**config.mk**
```make
export PLATFORM = sky130hd
export DESIGN_NAME = alu_op_driver
export DESIGN_NICKNAME = d
export VERILOG_FILES = /design/src/rtl/alu_op_driver.sv
export SDC_FILE = /design/constraint.sdc
export NUM_CORES = 1
export LEC_CHECK = 0
export CAP_MARGIN = 25
export CORE_ASPECT_RATIO = 0.8
export CORE_MARGIN = 2
export CORE_UTILIZATION = 45
export CTS_CLUSTER_SIZE = 30
export DETAILED_ROUTE_END_ITERATION = 16
export PLACE_DENSITY = 0.76
export RECOVER_POWER = 100
export SLEW_MARGIN = 10
export SYNTH_ARGS = -nofsm -noshare
export SYNTH_HDL_FRONTEND = slang
export SYNTH_SLANG_ARGS = --single-unit
```
**constraint.sdc**
```tcl
create_clock -name clk -period 4.2 [get_ports clk]
set_input_delay 0.42 -clock clk [delete_from_list [all_inputs] [get_ports clk]]
set_output_delay 0.42 -clock clk [all_outputs]
set_load 0.05 [all_outputs]
```
**src/rtl/alu_op_driver.sv**
```systemverilog
// alu_op_driver: initiator-side sequencer for the combinational alu.
// Requests are buffered in a small FIFO, popped one at a time into registered
// operand outputs, and the alu result is captured into a response register
// presented over a valid/ready interface.
// Optional feature macro: ALU_OP_DRIVER_ZERO_CHK_EN (sticky zero-flag check).
module alu_op_driver #(
    parameter int WIDTH  = 32,
    parameter int CTRL_W = 4,
    parameter int DEPTH  = 2
) (
    input  logic              clk,
    input  logic              rst_n,
    input  logic              req_valid,
    output logic              req_ready,
    input  logic [WIDTH-1:0]  req_in1,
    input  logic [WIDTH-1:0]  req_in2,
    input  logic [CTRL_W-1:0] req_ctrl,
    output logic [WIDTH-1:0]  alu_in1,
    output logic [WIDTH-1:0]  alu_in2,
    output logic [CTRL_W-1:0] alu_ctrl,
    input  logic [WIDTH-1:0]  alu_rslt,
    input  logic              alu_zero,
    output logic              rsp_valid,
    input  logic              rsp_ready,
    output logic [WIDTH-1:0]  rsp_rslt,
    output logic              rsp_zero,
    output logic              busy,
    output logic [15:0]       op_count,
    output logic              zero_err
);

    localparam int AW = $clog2(DEPTH);
    localparam logic [AW-1:0] PTR_ONE = 1;
    localparam logic [AW:0]   CNT_ONE = 1;

    typedef enum logic [1:0] {
        IDLE  = 2'd0,
        DRIVE = 2'd1,
        RESP  = 2'd2
    } state_t;

    state_t state, state_next;

    logic [WIDTH-1:0]  fifo_in1  [DEPTH];
    logic [WIDTH-1:0]  fifo_in2  [DEPTH];
    logic [CTRL_W-1:0] fifo_ctrl [DEPTH];
    logic [AW-1:0]     wr_ptr;
    logic [AW-1:0]     rd_ptr;
    logic [AW:0]       count;

    logic fifo_empty;
    logic push;
    logic pop;
    logic capture;
    logic complete;

    // DEPTH is a power of two, so the count's top bit alone marks "full".
    assign fifo_empty = (count == '0);
    assign req_ready  = ~count[AW];
    assign push       = req_valid && req_ready;
    assign busy       = (state != IDLE) || !fifo_empty;

    // FIFO payload storage; only slots between rd_ptr and wr_ptr are ever read.
    always_ff @(posedge clk) begin
        if (push) begin
            fifo_in1[wr_ptr]  <= req_in1;
            fifo_in2[wr_ptr]  <= req_in2;
            fifo_ctrl[wr_ptr] <= req_ctrl;
        end
    end

    // FIFO pointers and occupancy; simultaneous push and pop leaves count unchanged.
    always_ff @(posedge clk or negedge rst_n) begin
        if (!rst_n) begin
            wr_ptr <= '0;
            rd_ptr <= '0;
            count  <= '0;
        end else begin
            if (push) begin
                wr_ptr <= wr_ptr + PTR_ONE;
            end
            if (pop) begin
                rd_ptr <= rd_ptr + PTR_ONE;
            end
            case ({push, pop})
                2'b10:   count <= count + CNT_ONE;
                2'b01:   count <= count - CNT_ONE;
                default: count <= count;
            endcase
        end
    end

    // Sequencer state register.
    always_ff @(posedge clk or negedge rst_n) begin
        if (!rst_n) begin
            state <= IDLE;
        end else begin
            state <= state_next;
        end
    end

    // Next-state and per-cycle control strobes; pops only look at the registered count.
    always_comb begin
        state_next = state;
        pop        = 1'b0;
        capture    = 1'b0;
        complete   = 1'b0;
        case (state)
            IDLE: begin
                if (!fifo_empty) begin
                    pop        = 1'b1;
                    state_next = DRIVE;
                end
            end
            DRIVE: begin
                capture    = 1'b1;
                state_next = RESP;
            end
            RESP: begin
                if (rsp_valid && rsp_ready) begin
                    complete = 1'b1;
                    if (!fifo_empty) begin
                        pop        = 1'b1;
                        state_next = DRIVE;
                    end else begin
                        state_next = IDLE;
                    end
                end
            end
            default: begin
                state_next = IDLE;
            end
        endcase
    end

    // Operand registers feeding the alu; they keep their last value while idle.
    always_ff @(posedge clk or negedge rst_n) begin
        if (!rst_n) begin
            alu_in1  <= '0;
            alu_in2  <= '0;
            alu_ctrl <= '0;
        end else if (pop) begin
            alu_in1  <= fifo_in1[rd_ptr];
            alu_in2  <= fifo_in2[rd_ptr];
            alu_ctrl <= fifo_ctrl[rd_ptr];
        end
    end

    // Response register: captured after the settle cycle, released on handshake.
    always_ff @(posedge clk or negedge rst_n) begin
        if (!rst_n) begin
            rsp_valid <= 1'b0;
            rsp_rslt  <= '0;
            rsp_zero  <= 1'b0;
        end else if (capture) begin
            rsp_valid <= 1'b1;
            rsp_rslt  <= alu_rslt;
            rsp_zero  <= alu_zero;
        end else if (complete) begin
            rsp_valid <= 1'b0;
        end
    end

    // Completed-response counter, wrapping naturally at 16 bits.
    always_ff @(posedge clk or negedge rst_n) begin
        if (!rst_n) begin
            op_count <= '0;
        end else if (complete) begin
            op_count <= op_count + 16'd1;
        end
    end

`ifdef ALU_OP_DRIVER_ZERO_CHK_EN
    // Sticky flag raised when the alu's zero output disagrees with its own result.
    always_ff @(posedge clk or negedge rst_n) begin
        if (!rst_n) begin
            zero_err <= 1'b0;
        end else if (capture && (alu_zero != (alu_rslt == '0))) begin
            zero_err <= 1'b1;
        end
    end
`else
    assign zero_err = 1'b0;
`endif

endmodule

```
Word level (Yosys, flattened, before mapping)
Memory sizes are Yosys's and may differ from the RTL's. A register that Yosys moved wholly into a read port is not among the register bits.
Cells that the tools add are included.
- output and inout bits: 121
- bits in registers: 56
- memories kept: 3
- logic and storage cells: 51
- bits of input ports: 105
- RAM bits: 136
- add/sub/neg operators: 5
- reduce and logical (&&, ||, !) cells: 13
- equality and inequality tests: 6
- mux-type cells: 15
- bitwise gates (word level): 1
- memories (memory ; depth ; bits a word ; rd ports ; clocked after memory_dff ; write ports ; line ; text):
    fifo_in1 ; 2 ; 32 ; 1 ; 1 ; 1 ; 44 ; logic [WIDTH-1:0] fifo_in1 [DEPTH];
    fifo_in2 ; 2 ; 32 ; 1 ; 1 ; 1 ; 45 ; logic [WIDTH-1:0] fifo_in2 [DEPTH];
    fifo_ctrl ; 2 ; 4 ; 1 ; 1 ; 1 ; 46 ; logic [CTRL_W-1:0] fifo_ctrl [DEPTH];
- operators by type and width (operator ; number):
    adder 16 x 1 -> 16 bit (second input constant) ; 1
    2-to-1 mux 1 bit ; 10
    one-hot mux 2 bit (3 select lines) ; 1
    nonzero test 2 bit ; 3
    equality test 2 x 1 -> 1 bit (second input constant) ; 2
    equality test 2 bit (second input constant) ; 2
    logical NOT 1 bit ; 4
    logical NOT 2 bit ; 2
    2-to-1 mux 2 bit ; 2
    != test 2 bit (second input constant) ; 2
    one-hot mux 2 bit (2 select lines) ; 1
    adder 1 bit (second input constant) ; 2
    adder 2 x 1 -> 2 bit (second input constant) ; 1
    logical AND 1 bit ; 2
    one-hot mux 1 bit (2 select lines) ; 1
    AND reduction 2 bit ; 1
    subtractor 2 x 1 -> 2 bit (second input constant) ; 1
    logical OR 1 bit ; 1
    NOT 1 bit ; 1

Logic depth before layout (Yosys ltp)
Gate-level depths: netlist (run 1).
- word-level depth: 6
- mapped depth: 8
- gate-level depth less buffers: 6

Least setup slack after synthesis (run 1)
No wires, ideal clock.
- path kind: reg-to-reg
- start: reg count[1]
- end: mem fifo_ctrl[0][0] (enable)
- library setup time: 0.495 ns
- arrival time: 3.791 ns
- buffers on the path: 0
- clock period less this slack: 4.286 ns
- path slack: -0.086 ns
- cell stages (with the launch flop): 4
- data required time: 3.705 ns
- cells stage by stage: dfrtp_1 > inv_1 > nand2_1 > nor2_1
- cells in the longest elaborated chain, start to end: 4
- RTL lines (what ; line ; text):
    start: declaration ; 49 ; logic [AW:0] count;
    start signal: assignment ; 86 ; 2'b10: count <= count + CNT_ONE;
    start signal: assignment ; 87 ; 2'b01: count <= count - CNT_ONE;
    start signal: assignment ; 88 ; default: count <= count;
    NOT 1 bit ; 59 ; assign req_ready = ~count[AW];
    named net req_ready ; 14 ; output logic req_ready,
    logical AND 1 bit ; 60 ; assign push = req_valid && req_ready;
    2-to-1 mux 1 bit ; 65 ; if (push) begin
    2-to-1 mux 1 bit (implied by the code) ; 68 ; fifo_ctrl[wr_ptr] <= req_ctrl;
    end: declaration ; 46 ;
The timed path passes the listed nets, and every way through them passes these cells.

==> flow_summary.toml, run 1 <==
[worst_setup_path]
reg2reg_from = "rd_ptr$_DFFE_PN0P_"
crit_path_cell_trace = "clkbuf_1 -> mux2i_1 -> a21oi_1"
timing.critical_path.slowest_stage_cell = "dfrtp_2"
cpPeakStageDelay_ns = 1.45
worst-setup-path-type = "flop to flop"
timing.rr.end = "alu_in2[30]$_DFFE_PN0P_"
worstPathArrival_ns = 3.44
worstRegToRegCells = 3
setup.worst_path.start_class = "flop"
required_ns = 4.56
crit_path_max_fanout = 53
setup.worst_path.end_class = "flop"
register_to_register_setup_slack_ns = 1.12

[yosys]
synth_most_common_cell = "edfxtp_1"
synth.yosys.warnings = 0
net_count_synth = 698
yosys.area.top_type = "edfxtp_1"
post_synth_edffs = 136
netlist_top_cells_area = "edfxtp_1 (43%), dfrtp_1 (33%), mux2i_1 (7.2%)"
proportion_of_netlist_area_held_by_the_largest_area_contributor_pct = 43.2
ys_types = 30
synth_flop_cell = "edfxtp_1"
register_bit_count_reported_by_yosys = 260
post_synth_inst_count = 591
post_synth_instance_area_um2 = 9450
asyncSetResetFlopFracSynth_pct = 47.7
synth-seq-area-share_pct = 76.0
syn_avg_cell_area_um2 = 16.0
yosys-top-cells-count = "edfxtp_1 (136), dfrtp_1 (124), nor2_1 (73)"

[grt]
via_count_of_the_first_global_routing_pass = 5703
number_of_antenna_violations_at_the_first_check_in_global_routing = 7
overflow = 0
grt_usage_pct = 17.2
first_pass_grt_wire_length_mm = 30.4
pin_count_of_the_biggest_net_entering_global_routing = 139

[cts]
post_cts_buffers = 0
cts_hold_buf = 0
cts_repair_resize_count = 0
cts_tree = "built"
cts.root.buffer_cell = "clkbuf_16"
cts_buffers = 26
clkTransAtPathRegs_ns = 0.06
clock_latency_ns = 0.52
cts.path.max_buffers = 3
cts.htree.levels = 1
cts_num_sinks = 260

[sta]
timing.final.setup_violations = 0
tightest_slew_ns = 2.47
final-hold-violation-count = 0
final_min_period_over_clock_period_pct = 73.3
fin_crit_ns = 3.08
clock_skew_ns = 0.0100
max_slew_violation_count = 241
unrepaired_setup_endpoints_after_global_routing = "false"
setup-tns-final_ns = 0
max_freq_mhz = 325
slew_headroom_pct = -64.6

[placement]
post-dp-hpwl_mm = 11.8
buffer_ports.inserted = 224
dpl-instance-area_um2 = 12000
gp_routability_congestion = 0.753

[die]
floorplan.initialDensity_pct = 45.8
core_um2 = 20600
fp-row-count = 47
floorplan.die.height_um = 134
io-pin-count = 226
die_w_um = 166
floorplan.die_area_um2 = 22200

[detailed_routing]
route.vias.total = 5544
drt_wl_total_mm = 18.9
dr_vias_cell = 4.99
dr.pass1.iters = 4
drc = 0
route.antenna.remaining_nets = 0
routedWlPerCell_um = 17.0
drt_iter0_markers = 262

[layout]
filler_cell_count = 1572
layout.core_utilization_pct = 61.7
regArea_um2 = 7190
layout-area-overhead-vs-synth_pct = 34.8
drive_above_1_share_pct = 9.77
num-nets-final = 926
post-route-cell-area_um2 = 12700
combined_area_of_the_multi_input_logic_cells_um2 = 2070

[pwr]
power.leakage_uw = 0.00494
power_per_cell_area_nw_per_um2 = 851
vdd.ir_drop.worst_mv = 0.634

[worst_hold_path]
hold-path-cell-count = 1
min_to = "op_count[15]$_DFFE_PN0P_"
worst_hold_startpoint = "op_count[15]$_DFFE_PN0P_"
hold_path.class = "flop to flop"

[status]
failing_checks = "capacitance limit, slew limit"
status = "finished, violations left"

[run]
drv.max_cap_violation_count = 4
==> state kept, by name, summed over array words and instances, names as in the netlist, 2 cells and up <==
register   count
alu_ctrl       4
alu_in1       32
alu_in2       32
count          2
fifo_ctrl      8
fifo_in1      64
fifo_in2      64
op_count      16
rsp_rslt      32
state          2
==> per-layer routing <==
| metal | global-route usage [%] | wire, um | vias up |
|---|---|---|---|
| met5 | 0 | 49 | - |
| met4 | 3.86 | 383 | 8 |
| met3 | 5.47 | 1460 | 34 |
| met2 | 27.6 | 8780 | 199 |
| met1 | 23.1 | 8260 | 2700 |
| li1 | - | - | 2603 |
==> layout make-up <==
type | instances | share of cell area, %
sequential | 260 | 56.4
timing repair buffer | 228 | 18.0
multi-input combinational | 302 | 16.3
clock buffer | 36 | 5.97
tap | 269 | 2.64
clock inverter | 12 | 0.668
antenna | 3 | 0.0589
inverter | 1 | 0.0295
==> stage by stage <==
| step | setup WS [ns] | hold WS, ns | instances | power (uW) |
|---|---|---|---|---|
| after floorplan | 1.05 | 0.124 | 591 | 7330 |
| after global placement | 1.58 | 0.469 | 1060 | 8840 |
| after detailed placement | 1.56 | 0.468 | 1060 | 8930 |
| after CTS | 1.60 | 0.0456 | 1108 | 11200 |
| after global routing | 0.875 | 0.510 | 1108 | 11400 |
| final | 1.12 | 0.470 | 1111 | 10900 |
==> report_power, final <==
group          total, uW  internal (uW)  switching (uW)
Clock               2250           1320             921
Combinational       4570           1510            3060
Sequential          4040           3540             498
==> cell families (layout without fill, tap and decap cells) <==
group                      Yosys count  count (layout)  share of synthesized area (%)
xor gates and xnor gates            20              20                           1.85
other                                1               4                         0.0397
AOI/OAI and AO/OA                   72              72                           3.98
muxes                              101             101                           11.1
and+or+nand+nor                    106             106                           5.10
adders and majority gates            2               2                          0.265
buffers and inverters               29             277                           1.61
DFF                                260             260                           76.0
==> critical path, delay by kind of cell, from the launching register on <==
| kind | cells | cell delay [ns] |
|---|---|---|
| buf+inv | 1 | 1.04 |
| compound gates | 1 | 0.10 |
| flops | 1 | 1.45 |
| mux | 1 | 0.31 |
==> worst max path at each step <==
stage | from | end
floorplan | count[1]$_DFFE_PN0P_ | fifo_ctrl[0][0]$_DFFE_PP_
global placement | rsp_ready | count[1]$_DFFE_PN0P_
detailed placement | rsp_ready | count[1]$_DFFE_PN0P_
CTS | count[0]$_DFFE_PN0P_ | busy
global route | rd_ptr$_DFFE_PN0P_ | alu_in1[2]$_DFFE_PN0P_
finish | rd_ptr$_DFFE_PN0P_ | alu_in2[30]$_DFFE_PN0P_
==> cells in the final DEF (no fill, tap or decap), drive strengths merged, types with 15 or more instances in the layout <==
master	count
mux2i	68
clkbuf	38
dfrtp	124
edfxtp	136
xnor2	15
nor2	73
dlygate4sd3	188
mux2	33
clkdlybuf4s50	35
a21oi	68
Note: power is estimated with default switching activity, not from simulation.
==> run 2, diff against run 1 <==
==> constraint.sdc (replaced) <==
create_clock -name clk -period 2.71 [get_ports clk]
set_input_delay 0.271 -clock clk [delete_from_list [all_inputs] [get_ports clk]]
set_output_delay 0.271 -clock clk [all_outputs]
set_load 0.05 [all_outputs]
==> run 2 against run 1 <==
The flow now finishes without violations; die area did not move; register-to-register slack got worse by 0.79 ns; via count rose by 0.14%; utilization increased by 0.11 points; final cell count is 0.63% higher; clock power is 50% higher; clock skew up 0.010 ns; worst setup slack got worse by 0.79 ns; critical path depth is 2 higher; flip-flop and latch count did not move; fmax increased by 29%; total power up 54%; largest cell class unchanged; largest power group unchanged; highest routed layer unchanged.
==> flow_summary.toml, run 2 (synthesis gave the netlist of run 1 again) <==
[sta]
max_slew_violation_count = 0
timing.final.setup_violations = 0
unrepaired_setup_endpoints_after_global_routing = "false"
max_freq_mhz = 421
clock_skew_ns = 0.0205
slew_headroom_pct = 4.01
setup-tns-final_ns = 0
final_min_period_over_clock_period_pct = 87.7
fin_crit_ns = 2.38
final-hold-violation-count = 0
tightest_slew_ns = 1.44
postLayoutSetupSlackWorst_ns = 0.333

[grt]
first_pass_grt_wire_length_mm = 30.1
overflow = 0
number_of_antenna_violations_at_the_first_check_in_global_routing = 5
via_count_of_the_first_global_routing_pass = 5656
pin_count_of_the_biggest_net_entering_global_routing = 85
grt_usage_pct = 17.0

[cts]
cts.htree.levels = 1
cts_buffers = 26
cts_num_sinks = 260
cts_tree = "built"
cts.path.max_buffers = 3
clock_latency_ns = 0.53
clkTransAtPathRegs_ns = 0.06
cts.root.buffer_cell = "clkbuf_16"

[placement]
post-dp-hpwl_mm = 12.2
gp_routability_congestion = 0.729
buffer_ports.inserted = 224
worst_slack_at_placement_ns = 0.610

[die]
floorplan.die_area_um2 = 22200
fp-row-count = 47
die_w_um = 166
io-pin-count = 226
floorplan.die.height_um = 134
floorplan.initialDensity_pct = 45.8
core_um2 = 20600

[worst_setup_path]
worstRegToRegCells = 5
cpPeakStageDelay_ns = 0.85
crit_path_max_fanout = 84
worst-setup-path-type = "flop to flop"
worstPathArrival_ns = 2.82
setup.worst_path.end_class = "flop"
stages_on_worst_setup_path = 5
timing.critical_path.slowest_stage_cell = "clkbuf_4"
cp_top_family = "buffers and inverters"
timing.critical_path.buf_inv = 1
setup.worst_path.start_class = "flop"
required_ns = 3.15
crit_path_cell_trace = "nand2_1 -> a211oi_1 -> clkbuf_4 -> nor2_1 -> a21oi_1"

[detailed_routing]
drt_wl_total_mm = 19.1
route.antenna.remaining_nets = 0
routedWlPerCell_um = 17.1
drc = 0
drt_iter0_markers = 351
dr_vias_cell = 4.97
dr.pass1.iters = 4
route.vias.total = 5552

[pwr]
vdd.ir_drop.worst_mv = 0.853
power.leakage_uw = 0.00494
power_per_cell_area_nw_per_um2 = 1310

[run]
drv.max_cap_violation_count = 0

[status]
status = "finished, final reports clean"

[layout]
layout_commonest_cell = "dlygate4sd3_1"
num-nets-final = 932
reg_top3 = "fifo_in1: 64 flops, fifo_in2: 64 flops"
mostFrequentLayoutCells = "dlygate4sd3_1 (189), edfxtp_1 (136), dfrtp_1 (123)"
layout-area-overhead-vs-synth_pct = 35.0
drive_above_1_share_pct = 9.59
filler_cell_count = 1587

[worst_hold_path]
hold-path-cell-count = 2
hold_path.class = "primary input to flop"
## run 2: cell count changes in the layout (fill, tap and decap cells not counted), sizes merged
cell         before  now
clkbuf           38   44
clkinvlp          1    0
diode             3    4
dlygate4sd3     188  189
## run 2: per-stage QoR
stage	util, %	cells	hold WS, ns	instance area (um^2)	total power (uW)
2_1_floorplan	-	591	-0.0246	9460	11300
3_3_place_gp	58.4	1065	0.283	12000	13800
3_5_place_dp	58.4	1065	0.279	12000	13900
4_1_cts	62.3	1114	0.270	12900	17400
5_1_grt	61.8	1117	0.355	12800	17600
6_report	61.9	1118	0.375	12800	16700
## run 2: worst paths after layout
check | start | end | slack, ns
worst max register to register | rsp_valid$_DFFE_PN0P_ | alu_in1[23]$_DFFE_PN0P_ | 0.33
worst min register to register | op_count[15]$_DFFE_PN0P_ | op_count[15]$_DFFE_PN0P_ | 0.47
min in group asynchronous | rst_n | rsp_rslt[31]$_DFFE_PN0P_ | 0.45
max in group asynchronous | rst_n | rd_ptr$_DFFE_PN0P_ | 0.70
worst max-delay path | rsp_valid$_DFFE_PN0P_ | alu_in1[23]$_DFFE_PN0P_ | 0.33
worst min-delay path | alu_rslt[28] | rsp_rslt[28]$_DFFE_PN0P_ | 0.38
## run 2: area by class of cell
type / count / area (um^2) / share of cell area, %
antenna: 4 / 10.0 / 0.0784
clock buffer: 37 / 722 / 5.65
clock inverter: 11 / 87.6 / 0.686
inverter: 1 / 3.75 / 0.0294
multi-input combinational: 302 / 2080 / 16.3
sequential: 260 / 7190 / 56.3
tap: 269 / 337 / 2.64
timing repair buffer: 234 / 2340 / 18.3
## run 2: where the power goes
group          total [uW]  switching, uW  internal [uW]
Combinational        7140           4780           2360
Clock                3370           1430           1950
Sequential           6240            754           5480
Total               16700           6960           9790
## run 2: repair_timing
action	CTS	global route
hold endpoints to repair	36	0
hold buffers	1	0
resized for setup	0	0
setup buffers	0	0
## run 2: routing by layer
metal | part of all wire [%] | vias up | track usage, %
met3 | 7.6 | 31 | 5.47
li1 | - | 2618 | -
met5 | 0.068 | - | 0
met4 | 2.0 | 2 | 3.91
met2 | 48 | 197 | 28.0
met1 | 43 | 2704 | 22.3
==> patch 1, RTL diff (settings of run 1) <==
The parameter `DEPTH` goes from 2 to 4.
--- a/src/rtl/alu_op_driver.sv
+++ b/src/rtl/alu_op_driver.sv
@@ -8,3 +8,3 @@
     parameter int CTRL_W = 4,
-    parameter int DEPTH  = 2
+    parameter int DEPTH  = 4
 ) (
Formal check against the unedited RTL: not equivalent (Yosys sat finds a counterexample within 4 cycles, from zero or initial values and one cycle with rst_n low).
==> patch 1 against run 1 <==
The run still ends with capacitance limit, slew limit left; wire length up 51%; clock power up 52%; setup slack worse by 0.0073 ns; area after synthesis up 58%; clock skew up 0.023 ns; power up 38%; first-iteration DRC count up 65%; non-clock buffer count up 8; sequential cell count up 139; sequential power up 43%; cell area up 48%; via count up 29%; critical path type unchanged.
==> patch 1: results (changes against run 1) <==
| Metric | Value |
|---|---|
| Failing checks | capacitance limit, slew limit (unchanged) |
| Pin count of the biggest net entering global routing | 93 (was 139) |
| Async S/R FF share, synth | 31.8% (was 47.7%) |
| Post-CTS sizing | 0 (unchanged) |
| Max_slew headroom | -63.5% (was -64.6%) |
| Reg2reg path depth | 5 (was 3) |
| Max_cap viols | 7 (was 4) |
| Nets | 1,047 (was 926) |
| Root buf cell | clkbuf_16 (unchanged) |
| Post-synth EDFFs | 272 (was 136) |
| Vias in the first global route | 7,453 (was 5,703) |
| Mean routed wirelength per cell | 20.5 um (was 17.0 um) |
| Crit Path Class | flip-flop to flip-flop (unchanged) |
| CTS Buf Count | 40 (was 26) |
| Top cells by count, synth | 272 x edfxtp_1, 127 x dfrtp_1, 84 x mux2_2, 68 x mux4_2, 17 x mux2_4 (was 136 x edfxtp_1, 124 x dfrtp_1, 73 x nor2_1, 68 x a21oi_1, 68 x mux2i_1) |
| Status | finished with violations (unchanged) |
| Initial antenna violation count | 11 (was 7) |
| Gr usage total | 16.8% (was 17.2%) |
| Register area share after synthesis | 75.9% (was 76.0%) |
| RePlAce Congestion | 0.732 (was 0.753) |
| H-Tree Depth | 2 (was 1) |
| Synth cell types | 40 (was 30) |
| VDD IR max | 0.555 mV (was 0.634 mV) |
| Clock insertion delay at the later pin of the skew report | 0.54 ns (was 0.52 ns) |
| Regs by FF count | fifo_in1: 128 flops, fifo_in2: 128 flops (was fifo_in1: 64 flops, fifo_in2: 64 flops) |
| Placed cell count | 1,318 (was 1,060) |
| Slew Limit Fails | 248 (was 241) |
| Port bufs | 224 (unchanged) |
| Ys flop type | edfxtp_1 (unchanged) |
| Leakage power | 6.74 nW (was 4.94 nW) |
| Fraction of layout cells with a size suffix above 1 | 23.7% (was 9.77%) |
| Yosys synthesis warning count | 0 (unchanged) |
| Data arrival time of the worst path | 3.50 ns (was 3.44 ns) |
| Clock Tree Buf Depth | 3 (unchanged) |
| Cell Count, Final, Fillers Out | 1,398 (was 1,111) |
| Synth Area per Inst | 21.8 um^2 (was 16.0 um^2) |
| Drt initial violations | 431 (was 262) |
| Min-Delay Path Class | flip-flop to flip-flop (unchanged) |
| Crit path max fanout | 42 (was 53) |
| R2R Path End | alu_in1[31]$_DFFE_PN0P_ (was alu_in2[30]$_DFFE_PN0P_) |
| Pre-antenna DRT Iters | 4 (unchanged) |
| Filler cell count | 2,458 (was 1,572) |
| Clock-pin transition on the worst setup and hold timing paths | 0.06 ns (about the same) |
| First-pass GRT wire length | 44,600 um (was 30,400 um) |
| R2R Setup Slk | 1.12 ns |
| Synth area leaders | edfxtp_1 55%, dfrtp_1 21%, mux4_2 10% (was edfxtp_1 43%, dfrtp_1 33%, mux2i_1 7.2%) |
| Mapped Nets | 798 (was 698) |
| Post-CTS Setup Bufs | 0 (unchanged) |
| Setup Skew | 0.0333 ns (was 0.0100 ns) |
| Vias | 7,161 (was 5,544) |
| Worst reg2reg startpoint | rsp_valid$_DFFE_PN0P_ (was rd_ptr$_DFFE_PN0P_) |
| Detailed Place HPWL | 18,000 um (was 11,800 um) |
==> patch 1: cell count changes after synthesis, sizes merged, moves of 3 or more <==
cell and change:
mux4 +68, dfrtp +3, a21oi -68, clkbuf +3, inv +11, nor3 +3
mux2i -67, and2 +4, edfxtp +136, ha +4, mux2 +68, nand3 -3
nor2 -68
==> patch 1: worst min-delay path by stage <==
stage                                  start                  endpoint  slack, ns  depth (start not counted)
floorplan                              rst_n   alu_ctrl[0]$_DFFE_PN0P_       0.12                          0
global placement    op_count[15]$_DFFE_PN0P_  op_count[15]$_DFFE_PN0P_       0.46                          1
detailed placement  op_count[15]$_DFFE_PN0P_  op_count[15]$_DFFE_PN0P_       0.46                          1
CTS                                    rst_n   alu_in1[24]$_DFFE_PN0P_       0.02                          1
global route        op_count[15]$_DFFE_PN0P_  op_count[15]$_DFFE_PN0P_       0.49                          1
finish              op_count[15]$_DFFE_PN0P_  op_count[15]$_DFFE_PN0P_       0.47                          1
==> patch 1: cell type report <==
cell class,instances,area (um^2),share of cell area [%]
clock inverters,14,95.1,0.503
flip-flops and latches,399,11400,60.1
inverters,12,45.0,0.238
multi-input cells,246,3260,17.2
well taps,427,534,2.83
diodes,5,12.5,0.0662
repair buffers,236,2420,12.8
clock buffers,59,1180,6.23
==> patch 1: logic make-up after synthesis <==
logic type      Yosys count  share of synthesized area (%)
fa+ha+maj                 7                          0.636
xor+xnor                 21                           1.28
buf+inv                  41                           1.53
mux                     170                           18.3
other cells               1                         0.0251
flops                   399                           75.9
compound gates            5                          0.318
simple gates             42                           1.97
==> patch 1: through the flow <==
stage	worst slack [ns]	area [um^2]
after floorplan	1.38	14900
after global placement	1.43	17600
after detailed placement	1.38	17700
after CTS	1.52	19000
after global routing	0.852	18900
final	1.12	18900
==> patch 1: critical path, cell delays in order (launching register included) <==
cell and delay (ns):
dfrtp_1 0.40, nand2_1 0.14, a211oi_4 0.27, clkbuf_1 1.43
buf_16 0.31, mux2_2 0.38
==> patch 1: report_power, final <==
group | internal [W] | switching [W] | total (W) | leakage (nW)
Clock | 0.00196 | 0.00144 | 0.00341 | 0.623
Combinational | 0.00236 | 0.00338 | 0.00574 | 2.16
Sequential | 0.00522 | 0.000556 | 0.00578 | 3.96
Total | 0.00955 | 0.00538 | 0.0149 | 6.74
==> patch 1: routing by layer <==
metal	wire (um)	up-vias	global-route usage (%)
li1	-	3219	-
met1	12600	3642	23.4
met2	13400	237	26.2
met3	2160	55	5.13
met4	516	8	4.13
met5	48	-	0
==> patch 2, RTL diff (flow settings as in run 1) <==
Without the edit above. Encoding of `state_t`: now one-hot (3 bits for 3 states).
--- a/src/rtl/alu_op_driver.sv
+++ b/src/rtl/alu_op_driver.sv
@@ -35,6 +35,6 @@
 
-    typedef enum logic [1:0] {
-        IDLE  = 2'd0,
-        DRIVE = 2'd1,
-        RESP  = 2'd2
+    typedef enum logic [2:0] {
+        IDLE  = 3'b001,
+        DRIVE = 3'b010,
+        RESP  = 3'b100
     } state_t;
Formal check against the unedited RTL: same outputs for any inputs over 4 cycles, from zero or initial values and one cycle with rst_n low; so few cycles prove little.
==> patch 2 against run 1 <==
The run still ends with capacitance limit, slew limit left; sequential cell count grew 1; cell area is 0.60% higher; critical path type unchanged; sequential power about the same; critical endpoint is now fifo_in2[0][15]$_DFFE_PP_; count of clock-buffer cells in the layout down 1; non-clock buffer count rose by 3; setup slack improved by 0.035 ns; hold slack better by 0.0054 ns; first-iteration DRC count up 11%; global-route usage shrank 0.35 points; clock skew up 0.0093 ns; wire length is essentially flat; power about the same; area after synthesis up 0.28%.
==> patch 2: results (changes against run 1) <==
| Metric | Value |
|---|---|
| Worst setup margin | 1.16 ns (was 1.12 ns) |
| Hold slack | 0.476 ns (was 0.470 ns) |
| Slew Limit Fails | 301 (was 241) |
| Buffer share of cell area | 17.8% (was 18.0%) |
| Placed cell area | 12,000 um^2 (about the same) |
| Clkbuf count | 35 (was 36) |
| P_int | 0.00643 W (was 0.00637 W) |
| Slowest Stage Delay on Critical Path | 1.31 ns (was 1.45 ns) |
| Antenna Cells | 7 (was 3) |
| R2R Path End | fifo_in2[0][15]$_DFFE_PP_ (was alu_in2[30]$_DFFE_PN0P_) |
| Worst reg2reg startpoint | count[1]$_DFFE_PN0P_ (was rd_ptr$_DFFE_PN0P_) |
| Status | finished with violations (unchanged) |
| Multi-input logic area | 2080 um^2 (was 2070 um^2) |
| FF+latch count, synth | 261 (was 260) |
| Gr usage total | 16.8% (was 17.2%) |
| Combinational share of power | 41.2% (was 42.1%) |
| Mean routed wirelength per cell | 16.9 um (was 17.0 um) |
| Fraction of layout cells with a size suffix above 1 | 9.96% (was 9.77%) |
| Crit path max fanout | 24 (was 53) |
| Area growth, synth to finish | 35.2% (was 34.8%) |
| Placed cell count | 1,064 (was 1,060) |
| Synth Area per Inst | 16.0 um^2 (about the same) |
| Nets | 930 (was 926) |
| Vias | 5,510 (was 5,544) |
| Max_slew headroom | -59.9% (was -64.6%) |
| Setup Skew | 0.0193 ns (was 0.0100 ns) |
| Failing checks | capacitance limit, slew limit (unchanged) |
| Synth area leaders | edfxtp_1 43%, dfrtp_1 33%, mux2i_1 7.2% (unchanged) |
| Register area share after synthesis | 76.1% (was 76.0%) |
| Reg2reg path depth | 4 (was 3) |
| Detailed Place HPWL | 12,200 um (was 11,800 um) |
| Dpl ws | 1.63 ns (was 1.56 ns) |
| Top cells by count, synth | 136 x edfxtp_1, 124 x dfrtp_1, 76 x nor2_1, 69 x a21oi_1, 68 x mux2i_1 (was 136 x edfxtp_1, 124 x dfrtp_1, 73 x nor2_1, 68 x a21oi_1, 68 x mux2i_1) |
| Data arrival time of the worst path | 3.20 ns (was 3.44 ns) |
| Slowest library cell on the worst path | nor2_1 (was dfrtp_2) |
| Max_cap viols | 5 (was 4) |
| Final wirelength | 18,900 um (about the same) |
| Filler cell count | 1,558 (was 1,572) |
| Non-clk bufs | 231 (was 228) |
-- patch 2: changes by cell type after synthesis, sizes merged, moves of 2 or more --
cell | before | now
nand2b | 0 | 2
o21ai | 0 | 2
nand3b | 0 | 2
nor2 | 73 | 76
nand2 | 14 | 8
nand4 | 2 | 4
-- patch 2: cell families after synthesis --
| family | share of synthesized area, % |
|---|---|
| other | 0.0396 |
| xor gates and xnor gates | 1.85 |
| AOI/OAI and AO/OA | 3.96 |
| buffers and inverters | 1.64 |
| muxes | 11.2 |
| adders and majority gates | 0.264 |
| DFF | 76.1 |
| and+or+nand+nor | 4.95 |
-- patch 2: layer usage --
metal  GRT usage, %  part of all wire (%)  vias up
met5              0                 0.069        -
li1               -                     -     2622
met2           26.7                    45      191
met3           4.93                   7.3       30
met4           3.74                   2.0        2
met1           23.4                    45     2665
-- patch 2: worst max-delay path, delay by kind of cell, from the launching register on --
family / cells / cell delay (ns)
buffers and inverters: 2 / 0.86
DFF: 1 / 0.38
and+or+nand+nor: 2 / 1.42
